===== src/rtl/lsu_pkg.sv =====
// rtl/lsu_pkg.sv - shared encodings for the MEM-stage load/store unit
// Contents: mem_op encodings, FSM state encoding, bus size codes, op -> size helper.
package lsu_pkg;

   typedef enum logic [2:0] {
      OP_LB  = 3'd0,
      OP_LBU = 3'd1,
      OP_LH  = 3'd2,
      OP_LHU = 3'd3,
      OP_LW  = 3'd4,
      OP_SB  = 3'd5,
      OP_SH  = 3'd6,
      OP_SW  = 3'd7
   } mem_op_e;

   typedef enum logic [2:0] {
      S_IDLE  = 3'd0,
      S_ADDR  = 3'd1,
      S_DATA  = 3'd2,
      S_DONE  = 3'd3,
      S_DRAIN = 3'd4
   } lsu_state_e;

   localparam logic [1:0] SIZE_BYTE = 2'd0;
   localparam logic [1:0] SIZE_HALF = 2'd1;
   localparam logic [1:0] SIZE_WORD = 2'd2;

   function automatic logic [1:0] op_size(input logic [2:0] op);
      case (op)
         OP_LH, OP_LHU, OP_SH: return SIZE_HALF;
         OP_LW, OP_SW:         return SIZE_WORD;
         default:              return SIZE_BYTE;
      endcase
   endfunction

endpackage


===== src/rtl/mem_lsu_if.sv =====
// rtl/mem_lsu_if.sv - SRAM-like request/response data bus
// Signals: data_req/wr/size/addr/wstrb/wdata (master -> slave),
//          data_addr_ok/data_ok/rdata (slave -> master).
interface mem_lsu_if #(parameter int ADDR_W = 32);

   logic              data_req;
   logic              data_wr;
   logic [1:0]        data_size;
   logic [ADDR_W-1:0] data_addr;
   logic [3:0]        data_wstrb;
   logic [31:0]       data_wdata;
   logic              data_addr_ok;
   logic              data_data_ok;
   logic [31:0]       data_rdata;

   modport master (
      output data_req, data_wr, data_size, data_addr, data_wstrb, data_wdata,
      input  data_addr_ok, data_data_ok, data_rdata
   );

   modport slave (
      input  data_req, data_wr, data_size, data_addr, data_wstrb, data_wdata,
      output data_addr_ok, data_data_ok, data_rdata
   );

endinterface


===== src/rtl/lsu_data_fmt.sv =====
// rtl/lsu_data_fmt.sv - store lane replication/strobes and load extract/extend
// Ports: st_op/st_addr/st_data -> wdata/wstrb (store side),
//        ld_op/ld_addr/rdata   -> ld_data     (load side). Purely combinational.
module lsu_data_fmt
   import lsu_pkg::*;
(
   input  logic [2:0]  st_op,
   input  logic [1:0]  st_addr,
   input  logic [31:0] st_data,
   output logic [31:0] wdata,
   output logic [3:0]  wstrb,
   input  logic [2:0]  ld_op,
   input  logic [1:0]  ld_addr,
   input  logic [31:0] rdata,
   output logic [31:0] ld_data
);

   logic [7:0]  ld_byte;
   logic [15:0] ld_half;

   always_comb begin
      wdata = st_data;
      wstrb = 4'b0000;
      case (st_op)
         OP_SB: begin
            wdata = {4{st_data[7:0]}};
            wstrb = 4'b0001 << st_addr;
         end
         OP_SH: begin
            wdata = {2{st_data[15:0]}};
            wstrb = st_addr[1] ? 4'b1100 : 4'b0011;
         end
         OP_SW:   wstrb = 4'b1111;
         default: wstrb = 4'b0000;
      endcase
   end

   // little-endian lanes: byte lane = addr[1:0], half lane = addr[1]
   assign ld_byte = rdata[{ld_addr, 3'b000} +: 8];
   assign ld_half = ld_addr[1] ? rdata[31:16] : rdata[15:0];

   always_comb begin
      ld_data = rdata;
      case (ld_op)
         OP_LB:   ld_data = {{24{ld_byte[7]}}, ld_byte};
         OP_LBU:  ld_data = {24'd0, ld_byte};
         OP_LH:   ld_data = {{16{ld_half[15]}}, ld_half};
         OP_LHU:  ld_data = {16'd0, ld_half};
         default: ld_data = rdata;
      endcase
   end

endmodule


===== src/rtl/mem_lsu.sv =====
// rtl/mem_lsu.sv - MEM-stage load/store unit with bus FSM and pipeline stall
// Ports: clk, rst (async active-high); mem_* MEM-stage operation inputs;
//        stall_i/flush_i pipeline control; bus (data bus master);
//        mem_r_data_o load result; lsu_stall_o pipeline hold; adel_o/ades_o
//        misaligned load/store exceptions.
module mem_lsu
   import lsu_pkg::*;
#(
   parameter int ADDR_W = 32
)
(
   input  logic        clk,
   input  logic        rst,
   input  logic        mem_ren_i,
   input  logic        mem_wen_i,
   input  logic [2:0]  mem_op_i,
   input  logic [31:0] mem_addr_i,
   input  logic [31:0] mem_w_data_i,
   input  logic        mem_exc_i,
   input  logic        stall_i,
   input  logic        flush_i,
   mem_lsu_if.master   bus,
   output logic [31:0] mem_r_data_o,
   output logic        lsu_stall_o,
   output logic        adel_o,
   output logic        ades_o
);

   lsu_state_e        state, state_nxt;
   logic [1:0]        size_in;
   logic              misaligned;
   logic              access_start;
   logic [31:0]       st_wdata;
   logic [3:0]        st_wstrb;
   logic [31:0]       ld_data;

   logic              wr_q;
   logic [1:0]        size_q;
   logic [ADDR_W-1:0] addr_q;
   logic [3:0]        wstrb_q;
   logic [31:0]       wdata_q;
   logic [2:0]        op_q;
   logic [31:0]       r_data_q;

   assign size_in    = op_size(mem_op_i);
   assign misaligned = (size_in == SIZE_HALF && mem_addr_i[0]) ||
                       (size_in == SIZE_WORD && mem_addr_i[1:0] != 2'b00);
   assign adel_o     = mem_ren_i & misaligned;
   assign ades_o     = mem_wen_i & misaligned;

   assign access_start = (mem_ren_i | mem_wen_i) && !misaligned && !mem_exc_i &&
                         !flush_i && state == S_IDLE;

   // store side formats the live MEM inputs; load side uses the captured op/address
   lsu_data_fmt u_fmt (
      .st_op   (mem_op_i),
      .st_addr (mem_addr_i[1:0]),
      .st_data (mem_w_data_i),
      .wdata   (st_wdata),
      .wstrb   (st_wstrb),
      .ld_op   (op_q),
      .ld_addr (addr_q[1:0]),
      .rdata   (bus.data_rdata),
      .ld_data (ld_data)
   );

   always_ff @(posedge clk or posedge rst) begin
      if (rst) state <= S_IDLE;
      else     state <= state_nxt;
   end

   always_comb begin
      state_nxt = state;
      case (state)
         S_IDLE:  if (access_start) state_nxt = S_ADDR;
         S_ADDR: begin
            if (flush_i)               state_nxt = bus.data_addr_ok ? S_DRAIN : S_IDLE;
            else if (bus.data_addr_ok) state_nxt = S_DATA;
         end
         S_DATA: begin
            if (flush_i)               state_nxt = bus.data_data_ok ? S_IDLE : S_DRAIN;
            else if (bus.data_data_ok) state_nxt = S_DONE;
         end
         S_DONE:  if (flush_i || !stall_i) state_nxt = S_IDLE;
         S_DRAIN: if (bus.data_data_ok)    state_nxt = S_IDLE;
         default: state_nxt = S_IDLE;
      endcase
   end

   always_ff @(posedge clk or posedge rst) begin
      if (rst) begin
         wr_q     <= 1'b0;
         size_q   <= 2'd0;
         addr_q   <= '0;
         wstrb_q  <= 4'd0;
         wdata_q  <= 32'd0;
         op_q     <= 3'd0;
         r_data_q <= 32'd0;
      end else begin
         if (access_start) begin
            wr_q    <= mem_wen_i;
            size_q  <= size_in;
            addr_q  <= mem_addr_i[ADDR_W-1:0];
            wstrb_q <= st_wstrb;
            wdata_q <= st_wdata;
            op_q    <= mem_op_i;
         end
         // a response that coincides with a flush belongs to a killed instruction
         if (state == S_DATA && bus.data_data_ok && !flush_i && !wr_q)
            r_data_q <= ld_data;
      end
   end

   assign bus.data_req   = (state == S_ADDR);
   assign bus.data_wr    = wr_q;
   assign bus.data_size  = size_q;
   assign bus.data_addr  = addr_q;
   assign bus.data_wstrb = wstrb_q;
   assign bus.data_wdata = wdata_q;
   assign mem_r_data_o   = r_data_q;

   // DRAIN only holds the pipeline when a new memory op is waiting behind it
   assign lsu_stall_o = !rst && (access_start || state == S_ADDR || state == S_DATA ||
                                 (state == S_DRAIN && (mem_ren_i || mem_wen_i)));

endmodule

===== src/flat_wrapper.sv =====
// flat-port wrapper written by rule: the top's interface ports become plain ports
module mem_lsu_flat import lsu_pkg::*;
#(
   parameter int ADDR_W = 32
)
  (clk, rst, mem_ren_i, mem_wen_i, mem_op_i, mem_addr_i, mem_w_data_i, mem_exc_i, stall_i, flush_i, mem_r_data_o, lsu_stall_o, adel_o, ades_o, bus_data_req, bus_data_wr, bus_data_size, bus_data_addr, bus_data_wstrb, bus_data_wdata, bus_data_addr_ok, bus_data_data_ok, bus_data_rdata);
  mem_lsu_if #(.ADDR_W(ADDR_W)) bus_i ();
  input  logic clk;
  input  logic rst;
  input  logic mem_ren_i;
  input  logic mem_wen_i;
  input  logic [2:0] mem_op_i;
  input  logic [31:0] mem_addr_i;
  input  logic [31:0] mem_w_data_i;
  input  logic mem_exc_i;
  input  logic stall_i;
  input  logic flush_i;
  output logic [31:0] mem_r_data_o;
  output logic lsu_stall_o;
  output logic adel_o;
  output logic ades_o;
  output wire logic [$bits(bus_i.data_req)-1:0] bus_data_req;
  output wire logic [$bits(bus_i.data_wr)-1:0] bus_data_wr;
  output wire logic [$bits(bus_i.data_size)-1:0] bus_data_size;
  output wire logic [$bits(bus_i.data_addr)-1:0] bus_data_addr;
  output wire logic [$bits(bus_i.data_wstrb)-1:0] bus_data_wstrb;
  output wire logic [$bits(bus_i.data_wdata)-1:0] bus_data_wdata;
  input wire logic [$bits(bus_i.data_addr_ok)-1:0] bus_data_addr_ok;
  input wire logic [$bits(bus_i.data_data_ok)-1:0] bus_data_data_ok;
  input wire logic [$bits(bus_i.data_rdata)-1:0] bus_data_rdata;
  assign bus_data_req = bus_i.data_req;
  assign bus_data_wr = bus_i.data_wr;
  assign bus_data_size = bus_i.data_size;
  assign bus_data_addr = bus_i.data_addr;
  assign bus_data_wstrb = bus_i.data_wstrb;
  assign bus_data_wdata = bus_i.data_wdata;
  assign bus_i.data_addr_ok = bus_data_addr_ok;
  assign bus_i.data_data_ok = bus_data_data_ok;
  assign bus_i.data_rdata = bus_data_rdata;
  mem_lsu #(.ADDR_W(ADDR_W)) u_core (.clk(clk), .rst(rst), .mem_ren_i(mem_ren_i), .mem_wen_i(mem_wen_i), .mem_op_i(mem_op_i), .mem_addr_i(mem_addr_i), .mem_w_data_i(mem_w_data_i), .mem_exc_i(mem_exc_i), .stall_i(stall_i), .flush_i(flush_i), .bus(bus_i), .mem_r_data_o(mem_r_data_o), .lsu_stall_o(lsu_stall_o), .adel_o(adel_o), .ades_o(ades_o));
endmodule

===== config.mk =====
export PLATFORM = sky130hd
export DESIGN_NAME = mem_lsu_flat
export DESIGN_NICKNAME = d
export VERILOG_FILES = /design/src/rtl/lsu_pkg.sv /design/src/rtl/mem_lsu_if.sv /design/src/rtl/lsu_data_fmt.sv /design/src/rtl/mem_lsu.sv /design/src/flat_wrapper.sv
export SDC_FILE = /design/constraint.sdc
export NUM_CORES = 1
export LEC_CHECK = 0
export BUFFER_PORTS_ARGS = -buffer_cell sky130_fd_sc_hd__buf_2
export CORE_AREA = 4 4 113 115
export CTS_CLUSTER_DIAMETER = 150
export DETAILED_ROUTE_END_ITERATION = 8
export DIE_AREA = 0 0 117 119
export GPL_TIMING_DRIVEN = 0
export PLACE_DENSITY = 0.8
export SLEW_MARGIN = 20
export SYNTH_ARGS = -nofsm -noshare
export SYNTH_HDL_FRONTEND = slang
export SYNTH_HIERARCHICAL = 1
export SYNTH_SLANG_ARGS = --single-unit

===== constraint.sdc =====
create_clock -name clk -period 3.6 [get_ports clk]
set_clock_uncertainty 0.1 [all_clocks]
set_input_delay 0.18 -clock clk [delete_from_list [all_inputs] [get_ports clk]]
set_output_delay 0.18 -clock clk [all_outputs]
set_load 0.01 [all_outputs]

* Word level (Yosys, flattened, before mapping) *
Index checks and enable logic that the tools add are counted.

storage, ports and cells
  input bits = 108
  logic and storage cells = 78
  register bits after elaboration = 109
  output and inout bits = 107

cells by class
  shifts and indexed selects = 2
  bitwise logic cells = 3
  reduce and logical (&&, ||, !) cells = 29
  equality and inequality tests = 20
  mux-type cells = 16

operator list
  operator                                                               number
  32-bit case mux with 4 select lines                                    1
  32-bit case mux with 2 select lines                                    1
  32-bit by 6-bit indexed part select with 8-bit output                  1
  3-bit two-way mux                                                      9
  3-bit by 2-bit equality test with 1-bit output, second input constant  6
  16-bit two-way mux                                                     1
  3-bit equality test, second input constant                             5
  3-bit case mux with 5 select lines                                     1
  4-bit case mux with 3 select lines                                     1
  1-bit logical AND                                                      11
  3-bit by 1-bit equality test with 1-bit output, second input constant  2
  1-bit zero test                                                        6
  3-bit zero test                                                        2
  1-bit logical OR                                                       6
  5-bit AND reduction                                                    1
  4-bit two-way mux                                                      1
  2-bit by 1-bit != test with 1-bit output, second input constant        2
  2-bit case mux with 2 select lines                                     1
  1-bit by 2-bit left shift with 4-bit output, first input constant      1
  3-bit by 2-bit != test with 1-bit output, second input constant        1
  3-bit != test, second input constant                                   1
  3-bit OR reduction                                                     1
  1-bit bitwise AND                                                      2
  2-bit by 1-bit equality test with 1-bit output, second input constant  1
  other kinds (5)                                                        5

* Longest topological paths before layout *
Gate-level depths: netlist of the first run.

  depth after elaboration = 15
  gate-level depth with buffers = 7
  mapped depth without buffers = 5

* By module *
Netlist of the first run, hierarchy kept.

modules (own cells, without submodules)
  module        cells each  times used  sequential area each (um^2)  area each (um^2)
  mem_lsu       268         1           2727.6                       4611.9
  lsu_data_fmt  179         1           0.0                          1156.1

* Worst setup path after synthesis of the first run *
No wires, ideal clock.

  path type = reg-to-reg
  start point = register u_core.state[0]
  end point = register u_core.addr_q[10] (netlist: u_core/bus.data_addr[10])
  data arrival time = 1.832 ns
  library setup time = 0.125 ns
  clock period less this slack = 2.057 ns
  required time = 3.375 ns
  setup slack = 1.543 ns
  stages on the path, launching flop included = 7
  path buffers = 2
  cells stage by stage = dfrtp_1 or3_4 nor4_4 and3_1 buf_6 buf_12 mux2_4

between the ends
  cells in the longest elaborated chain, start to end = 2

RTL lines
  element                 RTL line        text
  from (decl)             mem_lsu.sv:29   lsu_state_e state, state_nxt;
  from (signal assigned)  mem_lsu.sv:69   else state <= state_nxt;
  3-bit zero test         mem_lsu.sv:52   !flush_i && state == S_IDLE;
  1-bit logical AND       mem_lsu.sv:52
  to (signal assigned)    mem_lsu.sv:103  addr_q <= mem_addr_i[ADDR_W-1:0];
  to (decl)               mem_lsu.sv:39   logic [ADDR_W-1:0] addr_q;

Every way passes these cells.
A chain may end at the register's enable or synchronous reset.

* Final worst setup path of the first run *
  start point = register u_core.state[0]
  end point = output lsu_stall_o

between the ends
  cells in the longest elaborated chain, start to end = 6
  elaborated cells on any way between the ends = 10
  those cells by class = eq/ne (3); reduce/logical (7)

RTL lines
  element                        RTL line            text
  3-bit zero test                mem_lsu.sv:52
  1-bit logical AND              mem_lsu.sv:52
  1-bit logical OR (2 in a row)  mem_lsu.sv:123      assign lsu_stall_o = !rst && (access_start || state == S_ADDR || state == S_DATA ||
  1-bit logical OR (*)           mem_lsu.sv:123
  1-bit logical AND (*)          mem_lsu.sv:123
  to (decl)                      flat_wrapper.sv:19  output logic lsu_stall_o;

Every way passes the cells marked *; elsewhere a longest branch is shown, timed or not.

==> results.md, run 1 <==
- Post-synth EDFFs: 0
- Share of layout cells above drive strength 1: 54.51%
- Fin crit period: 2301 ps
- Fin nets: 813
- Top cell type's share of synthesized area: 47.29%
- DR WL/cell: 19.07 um
- Most frequent cells in the layout: buf_2 (220), dfrtp_1 (109), mux2_4 (69), nand2_1 (52), mux2_2 (49)
- TritonCTS Buffers: 9
- Largest net degree at the start of global routing: 60
- Max-Cap Viols: 0
- Clk slew on worst S/H paths: 80 ps
- DRT antenna net count: 0
- Avg Synthesized Cell Area: 12.90 sq um
- Initial Util: 48.83%
- Endpoints failing setup: 0
- Main synth FF type: dfrtp_1
- Total gr overflow: 0
- Critical path class: flop to output pin
- Iter 0 DRT Violations: 274
- CTS tree: yes
- CTS Hold Buffers Added: 32
- 1st-pass router iterations: 5
- Final Util: 65.22%
- Hold crit path type: input port to flop
- Antenna violations before repair: 0
- # port buffers: 214
- #FFs+latches synth: 109
- Synth Warn #: 6
- H-tree Lvls: 3
- CP arrival: 2020 ps
- Slowest stage delay, CP: 440 ps
- CTS resizes: 0
- Area delta synth->final: 33.56%
- Slew at the pin closest to its max-slew limit: 640.8 ps
- Number of global-route vias before repair: 4,969
- Commonest non-fill, non-tap cell in the layout: buf_2
- Max-slew violations: 0
- Routability cong.: 0.8832
- Die W: 117 um
- IO Count: 215
- DP Area: 7056 sq um
- Outcome: finished clean
- Pwr dens: 737.7 nW/um^2
- Dpl hpwl: 12,050 um
- Fin crit share: 63.92%
- Biggest area consumer among synthesized cells: dfrtp_1
- Element type at the critical path start: flop
- Rows: 40
- Via count: 4,664
- Relative slew slack: 57.12%
- Asr flop ratio synth: 100.0%
- Root Buffer: clkbuf_16
- Setup_tns: 0 ps
- Die area: 13,920 sq um
- CTS max path bufs: 2
- Core Area: 11,810 sq um
- RSZ-0062 raised after global routing: false
- Post-Syn Instances: 447
- Peak supply drop: 0.3574 mV
- Sequence of cells on the critical path: or3_4 > nor4_4 > nand3_1 > a21oi_1 > buf_2
- Final hold viol count: 0
- CP Capture Type: output pin
- # fillers: 908
- Finished Layout Cells: 857
- Post-CTS Repair Setup Buffers: 0
- Seq/Total Area, Yosys: 47.29%
- Max Freq: 434.6 MHz
- Critical-path top delay cell: or3_4
- Area contributors post-synth: dfrtp_1 (47%), mux2_4 (18%), mux2_2 (9.6%)
- Ant diodes: 0
- CP required: 3320 ps
- Mapped cell area: 5768 sq um
- Vias/cell: 5.442
- WHS: 77.23 ps
- Post-Place Cells: 809
- Global-route wire length before repair: 25,350 um
- CTS Sinks: 109
- Design area: 7704 sq um
- Routed wire length: 16,340 um
- Worst-skew pair later-pin latency: 340 ps
- Global Route Usage Sum: 23.19%
- Syn nets: 555
- Cell variety after synth: 48
- Lkg Pwr: 3.908 nW
- Die height: 119 um
- Post-route DRC: 0
- Crit-path max FO: 6
-- area by class of cell --
cell class              count  area [sq um]  area share [%]
clock inverters             7         102.6           1.332
flip-flops and latches    109          2728           35.41
multi-input cells         302          2724           35.36
inverters                   2         12.51          0.1624
clock buffers               9         225.2           2.924
plain buffers              34         309.0           4.012
repair buffers            247          1419           18.42
well taps                 147         183.9           2.388
-- sequential cells by signal, summed over array words and instances (netlist names) --
name,flops
u_core/bus.data_size,2
u_core/mem_r_data_o,32
u_core/state,3
u_core/op_q,3
u_core/bus.data_wdata,32
u_core/bus.data_wr,1
u_core/bus.data_addr,32
u_core/bus.data_wstrb,4
-- cell families (layout without fill, tap and decap cells) --
| logic type | Yosys count | in the layout | synth area share, % |
|---|---|---|---|
| buffers and inverters | 36 | 299 | 5.488 |
| and+or+nand+nor | 109 | 109 | 9.393 |
| AOI/OAI and AO/OA | 67 | 67 | 8.634 |
| xor gates and xnor gates | 1 | 1 | 0.1519 |
| muxes | 125 | 125 | 29.05 |
| DFF | 109 | 109 | 47.29 |
-- routing by layer --
metal | share of wire, % | GRT usage [%]
met1 | 40 | 28.48
met2 | 51 | 40.83
met3 | 6.5 | 3.913
met4 | 1.8 | 7.527
met5 | 0 | 0
-- power breakdown --
part / total [mW] / switching [mW] / internal (mW)
Clock: 1.06 / 0.497 / 0.567
Combinational: 2.50 / 1.17 / 1.34
Sequential: 2.11 / 0.354 / 1.76
-- worst max-delay path, delay by kind of cell (launching register included) --
family | cells | cell delay (ps)
AO/OA/AOI/OAI | 1 | 190
buffers and inverters | 1 | 140
flip-flops | 1 | 430
AND/OR/NAND/NOR | 3 | 910
-- per-stage QoR --
stage / total power [mW] / worst slack [ps]
after floorplan: 3.616 / 446.1
after global placement: 4.505 / -722.8
after detailed placement: 4.591 / 1376
after CTS: 5.718 / 1282
after global routing: 6.016 / 1164
final: 5.683 / 1299
-- synthesized netlist by cell type, types with 4 or more instances --
cell	number
mux2_4	69
nor2_1	16
buf_12	7
o22ai_1	8
mux2_1	4
a221o_1	7
dfrtp_1	109
nand2_1	52
a2bb2oi_1	5
clkbuf_1	7
buf_2	6
a21o_1	5
o22a_1	6
nor2b_1	12
nand2b_1	9
buf_4	12
a21oi_1	14
nand3_1	4
a21boi_0	5
o21ai_0	8
mux2_2	49
-- final timing paths --
kind                                         from  slack (ps)                   endpoint  cells past startpoint
max                               u_core/state[0]        1300                lsu_stall_o                      5
max in group asynchronous                     rst        2400  u_core/bus.data_wdata[16]                      4
max reg2reg                       u_core/state[0]        1360    u_core/mem_r_data_o[16]                      4
min in group asynchronous                     rst         370            u_core/state[0]                      3
min reg2reg                u_core/mem_r_data_o[1]         400     u_core/mem_r_data_o[1]                      1
min                              mem_w_data_i[17]          80  u_core/bus.data_wdata[17]                      3
Power figures use the tool's default switching activity.
==> run 2: changes to the inputs <==
--- a/config.mk
+++ b/config.mk
@@ -6,12 +6,12 @@
 export NUM_CORES = 1
 export LEC_CHECK = 0
 export BUFFER_PORTS_ARGS = -buffer_cell sky130_fd_sc_hd__buf_2
-export CORE_AREA = 4 4 113 115
+export CORE_AREA = 4 4 119 121
 export CTS_CLUSTER_DIAMETER = 150
 export DETAILED_ROUTE_END_ITERATION = 8
-export DIE_AREA = 0 0 117 119
+export DIE_AREA = 0 0 123 125
 export GPL_TIMING_DRIVEN = 0
-export PLACE_DENSITY = 0.8
+export PLACE_DENSITY = 0.75
 export SLEW_MARGIN = 20
 export SYNTH_ARGS = -nofsm -noshare
 export SYNTH_HDL_FRONTEND = slang
==> constraint.sdc (replaced) <==
create_clock -name clk -period 1.91 [get_ports clk]
set_clock_uncertainty 0.1 [all_clocks]
set_input_delay 0.0955 -clock clk [delete_from_list [all_inputs] [get_ports clk]]
set_output_delay 0.0955 -clock clk [all_outputs]
set_load 0.01 [all_outputs]
==> run 2 against run 1 <==
- the run now ends with negative setup slack left
- count of clock-buffer cells in the layout is the same
- register-to-register slack worse by 1600 ps
- final area is 9.1% higher
- power up 91%
- sequential power increased by 89%
- global-route usage is 0.71 points lower
- final cell count grew 9.0%
- first-iteration DRC count rose by 16%
- highest routed layer unchanged
==> results.md, run 2 (same netlist as run 1, synthesis figures left out) <==
- Lkg Pwr: 4.207 nW
- Area occupied by multi-input gates: 2770 sq um
- Fin crit period: 2197 ps
- Max-Cap Viols: 0
- TritonCTS Buffers: 9
- Finished Layout Cells: 934
- IO Count: 215
- Slew at the pin closest to its max-slew limit: 763.4 ps
- Global Route Usage Sum: 22.48%
- Relative slew slack: 49.00%
- Critical-path top delay cell: or3_4
- DRT antenna net count: 0
- R2R Path Start: u_core/state[2]
- Most frequent cells in the layout: buf_2 (217), dfrtp_1 (108), mux2_4 (72), nand2_1 (52), dlygate4sd3_1 (48)
- Die height: 125 um
- Area delta synth->final: 45.75%
- Element type at the critical path start: flop
- Critical path class: flop to flop
- Ant diodes: 0
- Share of layout cells above drive strength 1: 56.46%
- Routed wire length: 18,110 um
- DR WL/cell: 19.39 um
- Hold Crit Depth: 3
- Dpl hpwl: 12,150 um
- Clk slew on worst S/H paths: 80 ps
- CP Capture Type: flop
- Post-Place Cells: 840
- Via count: 4,930
- # fillers: 988
- CTS max path bufs: 2
- Total gr overflow: 0
- Core Area: 13,090 sq um
- Worst Hold Endpoint: u_core/mem_r_data_o[0]
- CTS tree: yes
- Post-route DRC: 0
- Global-route wire length before repair: 27,100 um
- Failing checks: negative setup slack
- Peak supply drop: 0.7193 mV
- H-tree Lvls: 3
- Vias/cell: 5.278
- Number of global-route vias before repair: 5,102
- Fin crit share: 115.0%
- Final worst slack: -286.7 ps
- CP arrival: 2340 ps
- Root Buffer: clkbuf_16
- Initial Util: 44.08%
- Total power: 10.83 mW
- Die area: 15,380 sq um
- Worst reg2reg path depth: 6
- Family with the most delay on the worst path: simple AND/OR/NAND/NOR gates
- # port buffers: 214
- Pwr dens: 1288 nW/um^2
- CTS Sinks: 109
- Critical R2R Capture: u_core/bus.data_wdata[19]
- Worst reg2reg setup slack: -290 ps
- Crit-path max FO: 6
- RSZ-0062 raised after global routing: true
- Endpoints failing setup: 107
- Commonest non-fill, non-tap cell in the layout: buf_2
- Register area: 2729 sq um
- Iter 0 DRT Violations: 318
- Die W: 123 um
- Slowest stage delay, CP: 420 ps
- Hold crit path type: input port to flop
- Setup WS pre-CTS: -324.3 ps
- Routability cong.: 0.9370
- Worst-skew pair later-pin latency: 350 ps
- Hold path startpoint: bus_data_rdata[0]
- Buf/Inv on CP: 2
- Antenna violations before repair: 0
- Final hold viol count: 0
- Max Freq: 455.2 MHz
- CP required: 2050 ps
- Max-slew violations: 0
- 1st-pass router iterations: 5
- Rows: 42
- Fin nets: 861
- Largest net degree at the start of global routing: 32
- Sequence of cells on the critical path: or3_4 > nor4_4 > and3_4 > buf_12 > clkbuf_16 > mux2_4
- Outcome: finished with violations
[run 2: cell types whose count changed in the layout (fill, tap and decap cells not counted), sizes merged]
cell	change
clkinvlp	+2
clkinv	+2
clkbuf	+6
bufinv	-1
bufbuf	+2
buf	+24
dlygate4sd3	+16
inv	-3
[run 2: per-layer routing]
metal  part of all wire (%)  vias up  routed length (um)  global-route usage, %
met1                     39     2409                7073                  26.71
met5                      0        -                   0                      0
met2                     49      265                8887                  38.50
met3                    7.8       46                1409                  4.743
li1                       -     2210                   -                      -
met4                    4.1        0                 735                  10.62
[run 2: how the worst max path moves through the flow]
stage | depth (start not counted) | to | slack, ps | start
4_1_cts | 7 | u_core/bus.data_wdata[20] | -300 | u_core/state[0]
3_3_place_gp | 2 | u_core/bus.data_addr[1] | -470 | rst
5_1_grt | 6 | u_core/bus.data_wstrb[0] | -340 | u_core/state[2]
2_1_floorplan | 6 | u_core/bus.data_addr[10] | -130 | u_core/state[0]
3_5_place_dp | 4 | u_core/mem_r_data_o[10] | -320 | u_core/state[0]
6_report | 6 | u_core/bus.data_wdata[19] | -290 | u_core/state[2]
[run 2: layout make-up]
cell class              count  area share (%)
clock buffers               9           2.679
plain buffers              30           3.304
inverters                   2          0.1339
flip-flops and latches    109           32.46
multi-input cells         302           32.95
repair buffers            299           25.14
clock inverters             7          0.7144
well taps                 176           2.619
[run 2: timing repair]
action                     CTS  global route
resized for setup           24            12
gates cloned                 4             6
hold buffers                48             0
hold endpoints to repair    76             0
setup endpoints to repair  102           107
buffers inserted            20             5
pin swaps                    5             3
[run 2: power breakdown]
part,internal [mW],switching (mW)
sequential,3.32,0.666
clock,0.904,0.909
combinational,2.73,2.30
[run 2: stage by stage]
stage,utilization (%),cell area (sq um),TNS [ps],hold WS (ps)
6_report,64.25,8407,-22810,19.99
3_3_place_gp,54.02,7068,-58970,227.4
5_1_grt,64.25,8407,-27900,16.75
4_1_cts,63.13,8260,-23090,1.692
3_5_place_dp,54.53,7136,-29350,168.8
2_1_floorplan,-,5777,-8627,132.6
[run 2: tightest hold or removal path: cells and delay by family]
kind                   cells  cell delay, ps
AOI/OAI and AO/OA          1             130
muxes                      1             130
buffers and inverters      1              80
==> run 3: changes to the inputs <==
==> constraint.sdc (replaced) <==
create_clock -name clk -period 1.91 [get_ports clk]
set_clock_uncertainty 0.1 [all_clocks]
set_input_delay 0.2865 -clock clk [delete_from_list [all_inputs] [get_ports clk]]
set_output_delay 0.2865 -clock clk [all_outputs]
set_load 0.01 [all_outputs]
==> run 3 against run 2 <==
- the run still ends with negative setup slack left
- worst setup slack gained 43 ps
- hold slack gained 41 ps
- sequential cell count is the same
- clock power is essentially flat
- utilization shrank 5.5 points
- critical path depth grew 1
==> results.md, run 3 (same netlist as run 1, synthesis figures left out) <==
- Outcome: finished with violations
- Total power: 10.61 mW
- Area delta synth->final: 33.25%
- Slew at the pin closest to its max-slew limit: 765.3 ps
- Share of layout cells above drive strength 1: 59.54%
- Worst Hold Endpoint: u_core/bus.data_addr[22]
- Slowest stage delay, CP: 390 ps
- R2R Path Start: u_core/state[2]
- Clk slew on worst S/H paths: 80 ps
- Via count: 4,588
- Largest net degree at the start of global routing: 32
- CTS tree: yes
- RSZ-0062 raised after global routing: true
- CP required: 2040 ps
- Global-route wire length before repair: 24,610 um
- Initial Util: 44.08%
- Global Route Usage Sum: 20.39%
- Max-slew violations: 0
- Die height: 125 um
- Critical path class: flop to flop
- 1st-pass router iterations: 5
- Internal Pwr Total: 6.844 mW
- Total gr overflow: 0
- Max Freq: 464.4 MHz
- Logic gate share of total power: 45.6%
- Final hold viol count: 0
- Number of global-route vias before repair: 4,667
- Most frequent cells in the layout: buf_2 (218), dfrtp_1 (108), mux2_4 (72), nand2_1 (52), mux2_2 (48)
- Die area: 15,380 sq um
- Clock share of power: 17.0%
- Failing checks: negative setup slack
- Sequence of cells on the critical path: or3_4 > buf_4 > nor3_4 > buf_6 > buf_6 > clkbuf_16 > mux2_2
- Iter 0 DRT Violations: 303
- Fin nets: 800
- H-tree Lvls: 3
- Crit-path max FO: 5
- Sw Pwr: 3.764 mW
- # fillers: 1,091
- Core Area: 13,090 sq um
- Sw frac: 35.48%
- Antenna violations before repair: 0
- CP arrival: 2290 ps
- # port buffers: 214
- IO Count: 215
- Hold Crit Depth: 2
- Rows: 42
- Element type at the critical path start: flop
- Die W: 123 um
- CTS max path bufs: 2
- Relative slew slack: 48.87%
- Critical-path top delay cell: dfrtp_1
- Fin crit period: 2153 ps
- Post-route DRC: 0
- Hold crit path type: input port to flop
- Peak supply drop: 0.7360 mV
- DR WL/cell: 18.67 um
- DRT antenna net count: 0
- Hold path startpoint: mem_addr_i[22]
- Max-Cap Viols: 0
- Dpl hpwl: 12,150 um
- Setup_tns: -19,370 ps
- Commonest non-fill, non-tap cell in the layout: buf_2
- Worst reg2reg path depth: 7
- Endpoints failing setup: 98
- Seq pwr share: 37.4%
- CP Capture Type: flop
- Routed wire length: 16,300 um
- Routability cong.: 0.9370
- TritonCTS Buffers: 9
- Lkg Pwr: 3.887 nW
- Pwr dens: 1380 nW/um^2
- Final worst slack: -243.2 ps
- Critical R2R Capture: u_core/mem_r_data_o[14]
- Most used cell, CP: buf_6
- Root Buffer: clkbuf_16
- Worst-skew pair later-pin latency: 350 ps
- Worst reg2reg setup slack: -240 ps
- CTS Sinks: 109
- Vias/cell: 5.255
- Ant diodes: 0
- Fin crit share: 112.7%
-- run 3: layer usage --
metal / global-route usage [%] / vias up / part of all wire, %
li1: - / 2089 / -
met1: 25.02 / 2226 / 40
met2: 34.48 / 239 / 49
met3: 4.562 / 34 / 8.7
met4: 8.339 / 0 / 2.7
met5: 0 / - / 0
-- run 3: repair_timing --
item / CTS / global route
hold buffers: 1 / 0
endpoints found under the setup margin: 102 / 107
pin swaps: 3 / 2
gates cloned: 1 / 3
gates resized for setup: 5 / 29
setup buffers: 7 / 6
hold endpoints to repair: 29 / 0
-- run 3: metrics by stage --
step                      cell area, sq um  setup slack, ps  hold WS [ps]  util, %  instances
after global routing                  7686           -325.7         44.09    58.74        873
after CTS                             7510           -301.4         42.12    57.39        865
after global placement                7068           -659.8         381.5    54.02        837
after detailed placement              7136           -345.3         359.8    54.53        840
final                                 7686           -243.2         61.06    58.74        873
after floorplan                       5777           -125.1         323.6        -        447
-- run 3: final cells by class --
cell class,count,area (sq um),area share (%)
sequential,109,2729,35.50
inverter,2,11.26,0.1465
tap,176,220.2,2.865
clock buffer,9,225.2,2.930
timing repair buffer,235,1336,17.39
clock inverter,7,60.06,0.7814
multi-input combinational,302,2756,35.86
buffer,33,347.8,4.525
-- run 3: critical path: cells and delay by family (launching register included) --
| family | cells | cell delay (ps) |
|---|---|---|
| mux | 1 | 330 |
| flops | 1 | 390 |
| simple gates | 2 | 600 |
| buf+inv | 4 | 620 |
-- run 3: power by group through the flow --
stage | Clock [mW] | Combinational [mW] | Sequential (mW)
6_report | 1.80 | 4.84 | 3.97
5_1_grt | 1.96 | 5.16 | 4.10
4_1_cts | 1.87 | 4.77 | 3.96
3_5_place_dp | 0 | 4.67 | 3.96
3_3_place_gp | 0 | 4.54 | 3.93
2_1_floorplan | 0 | 2.46 | 4.36
-- run 3: worst max path at each step --
stage | from | end | cells after the start
2_1_floorplan | u_core/state[0] | u_core/bus.data_addr[10] | 6
3_3_place_gp | rst | u_core/bus.data_addr[1] | 2
3_5_place_dp | flush_i | u_core/mem_r_data_o[10] | 5
4_1_cts | u_core/state[2] | lsu_stall_o | 5
5_1_grt | u_core/state[2] | lsu_stall_o | 5
6_report | u_core/state[2] | u_core/mem_r_data_o[14] | 7
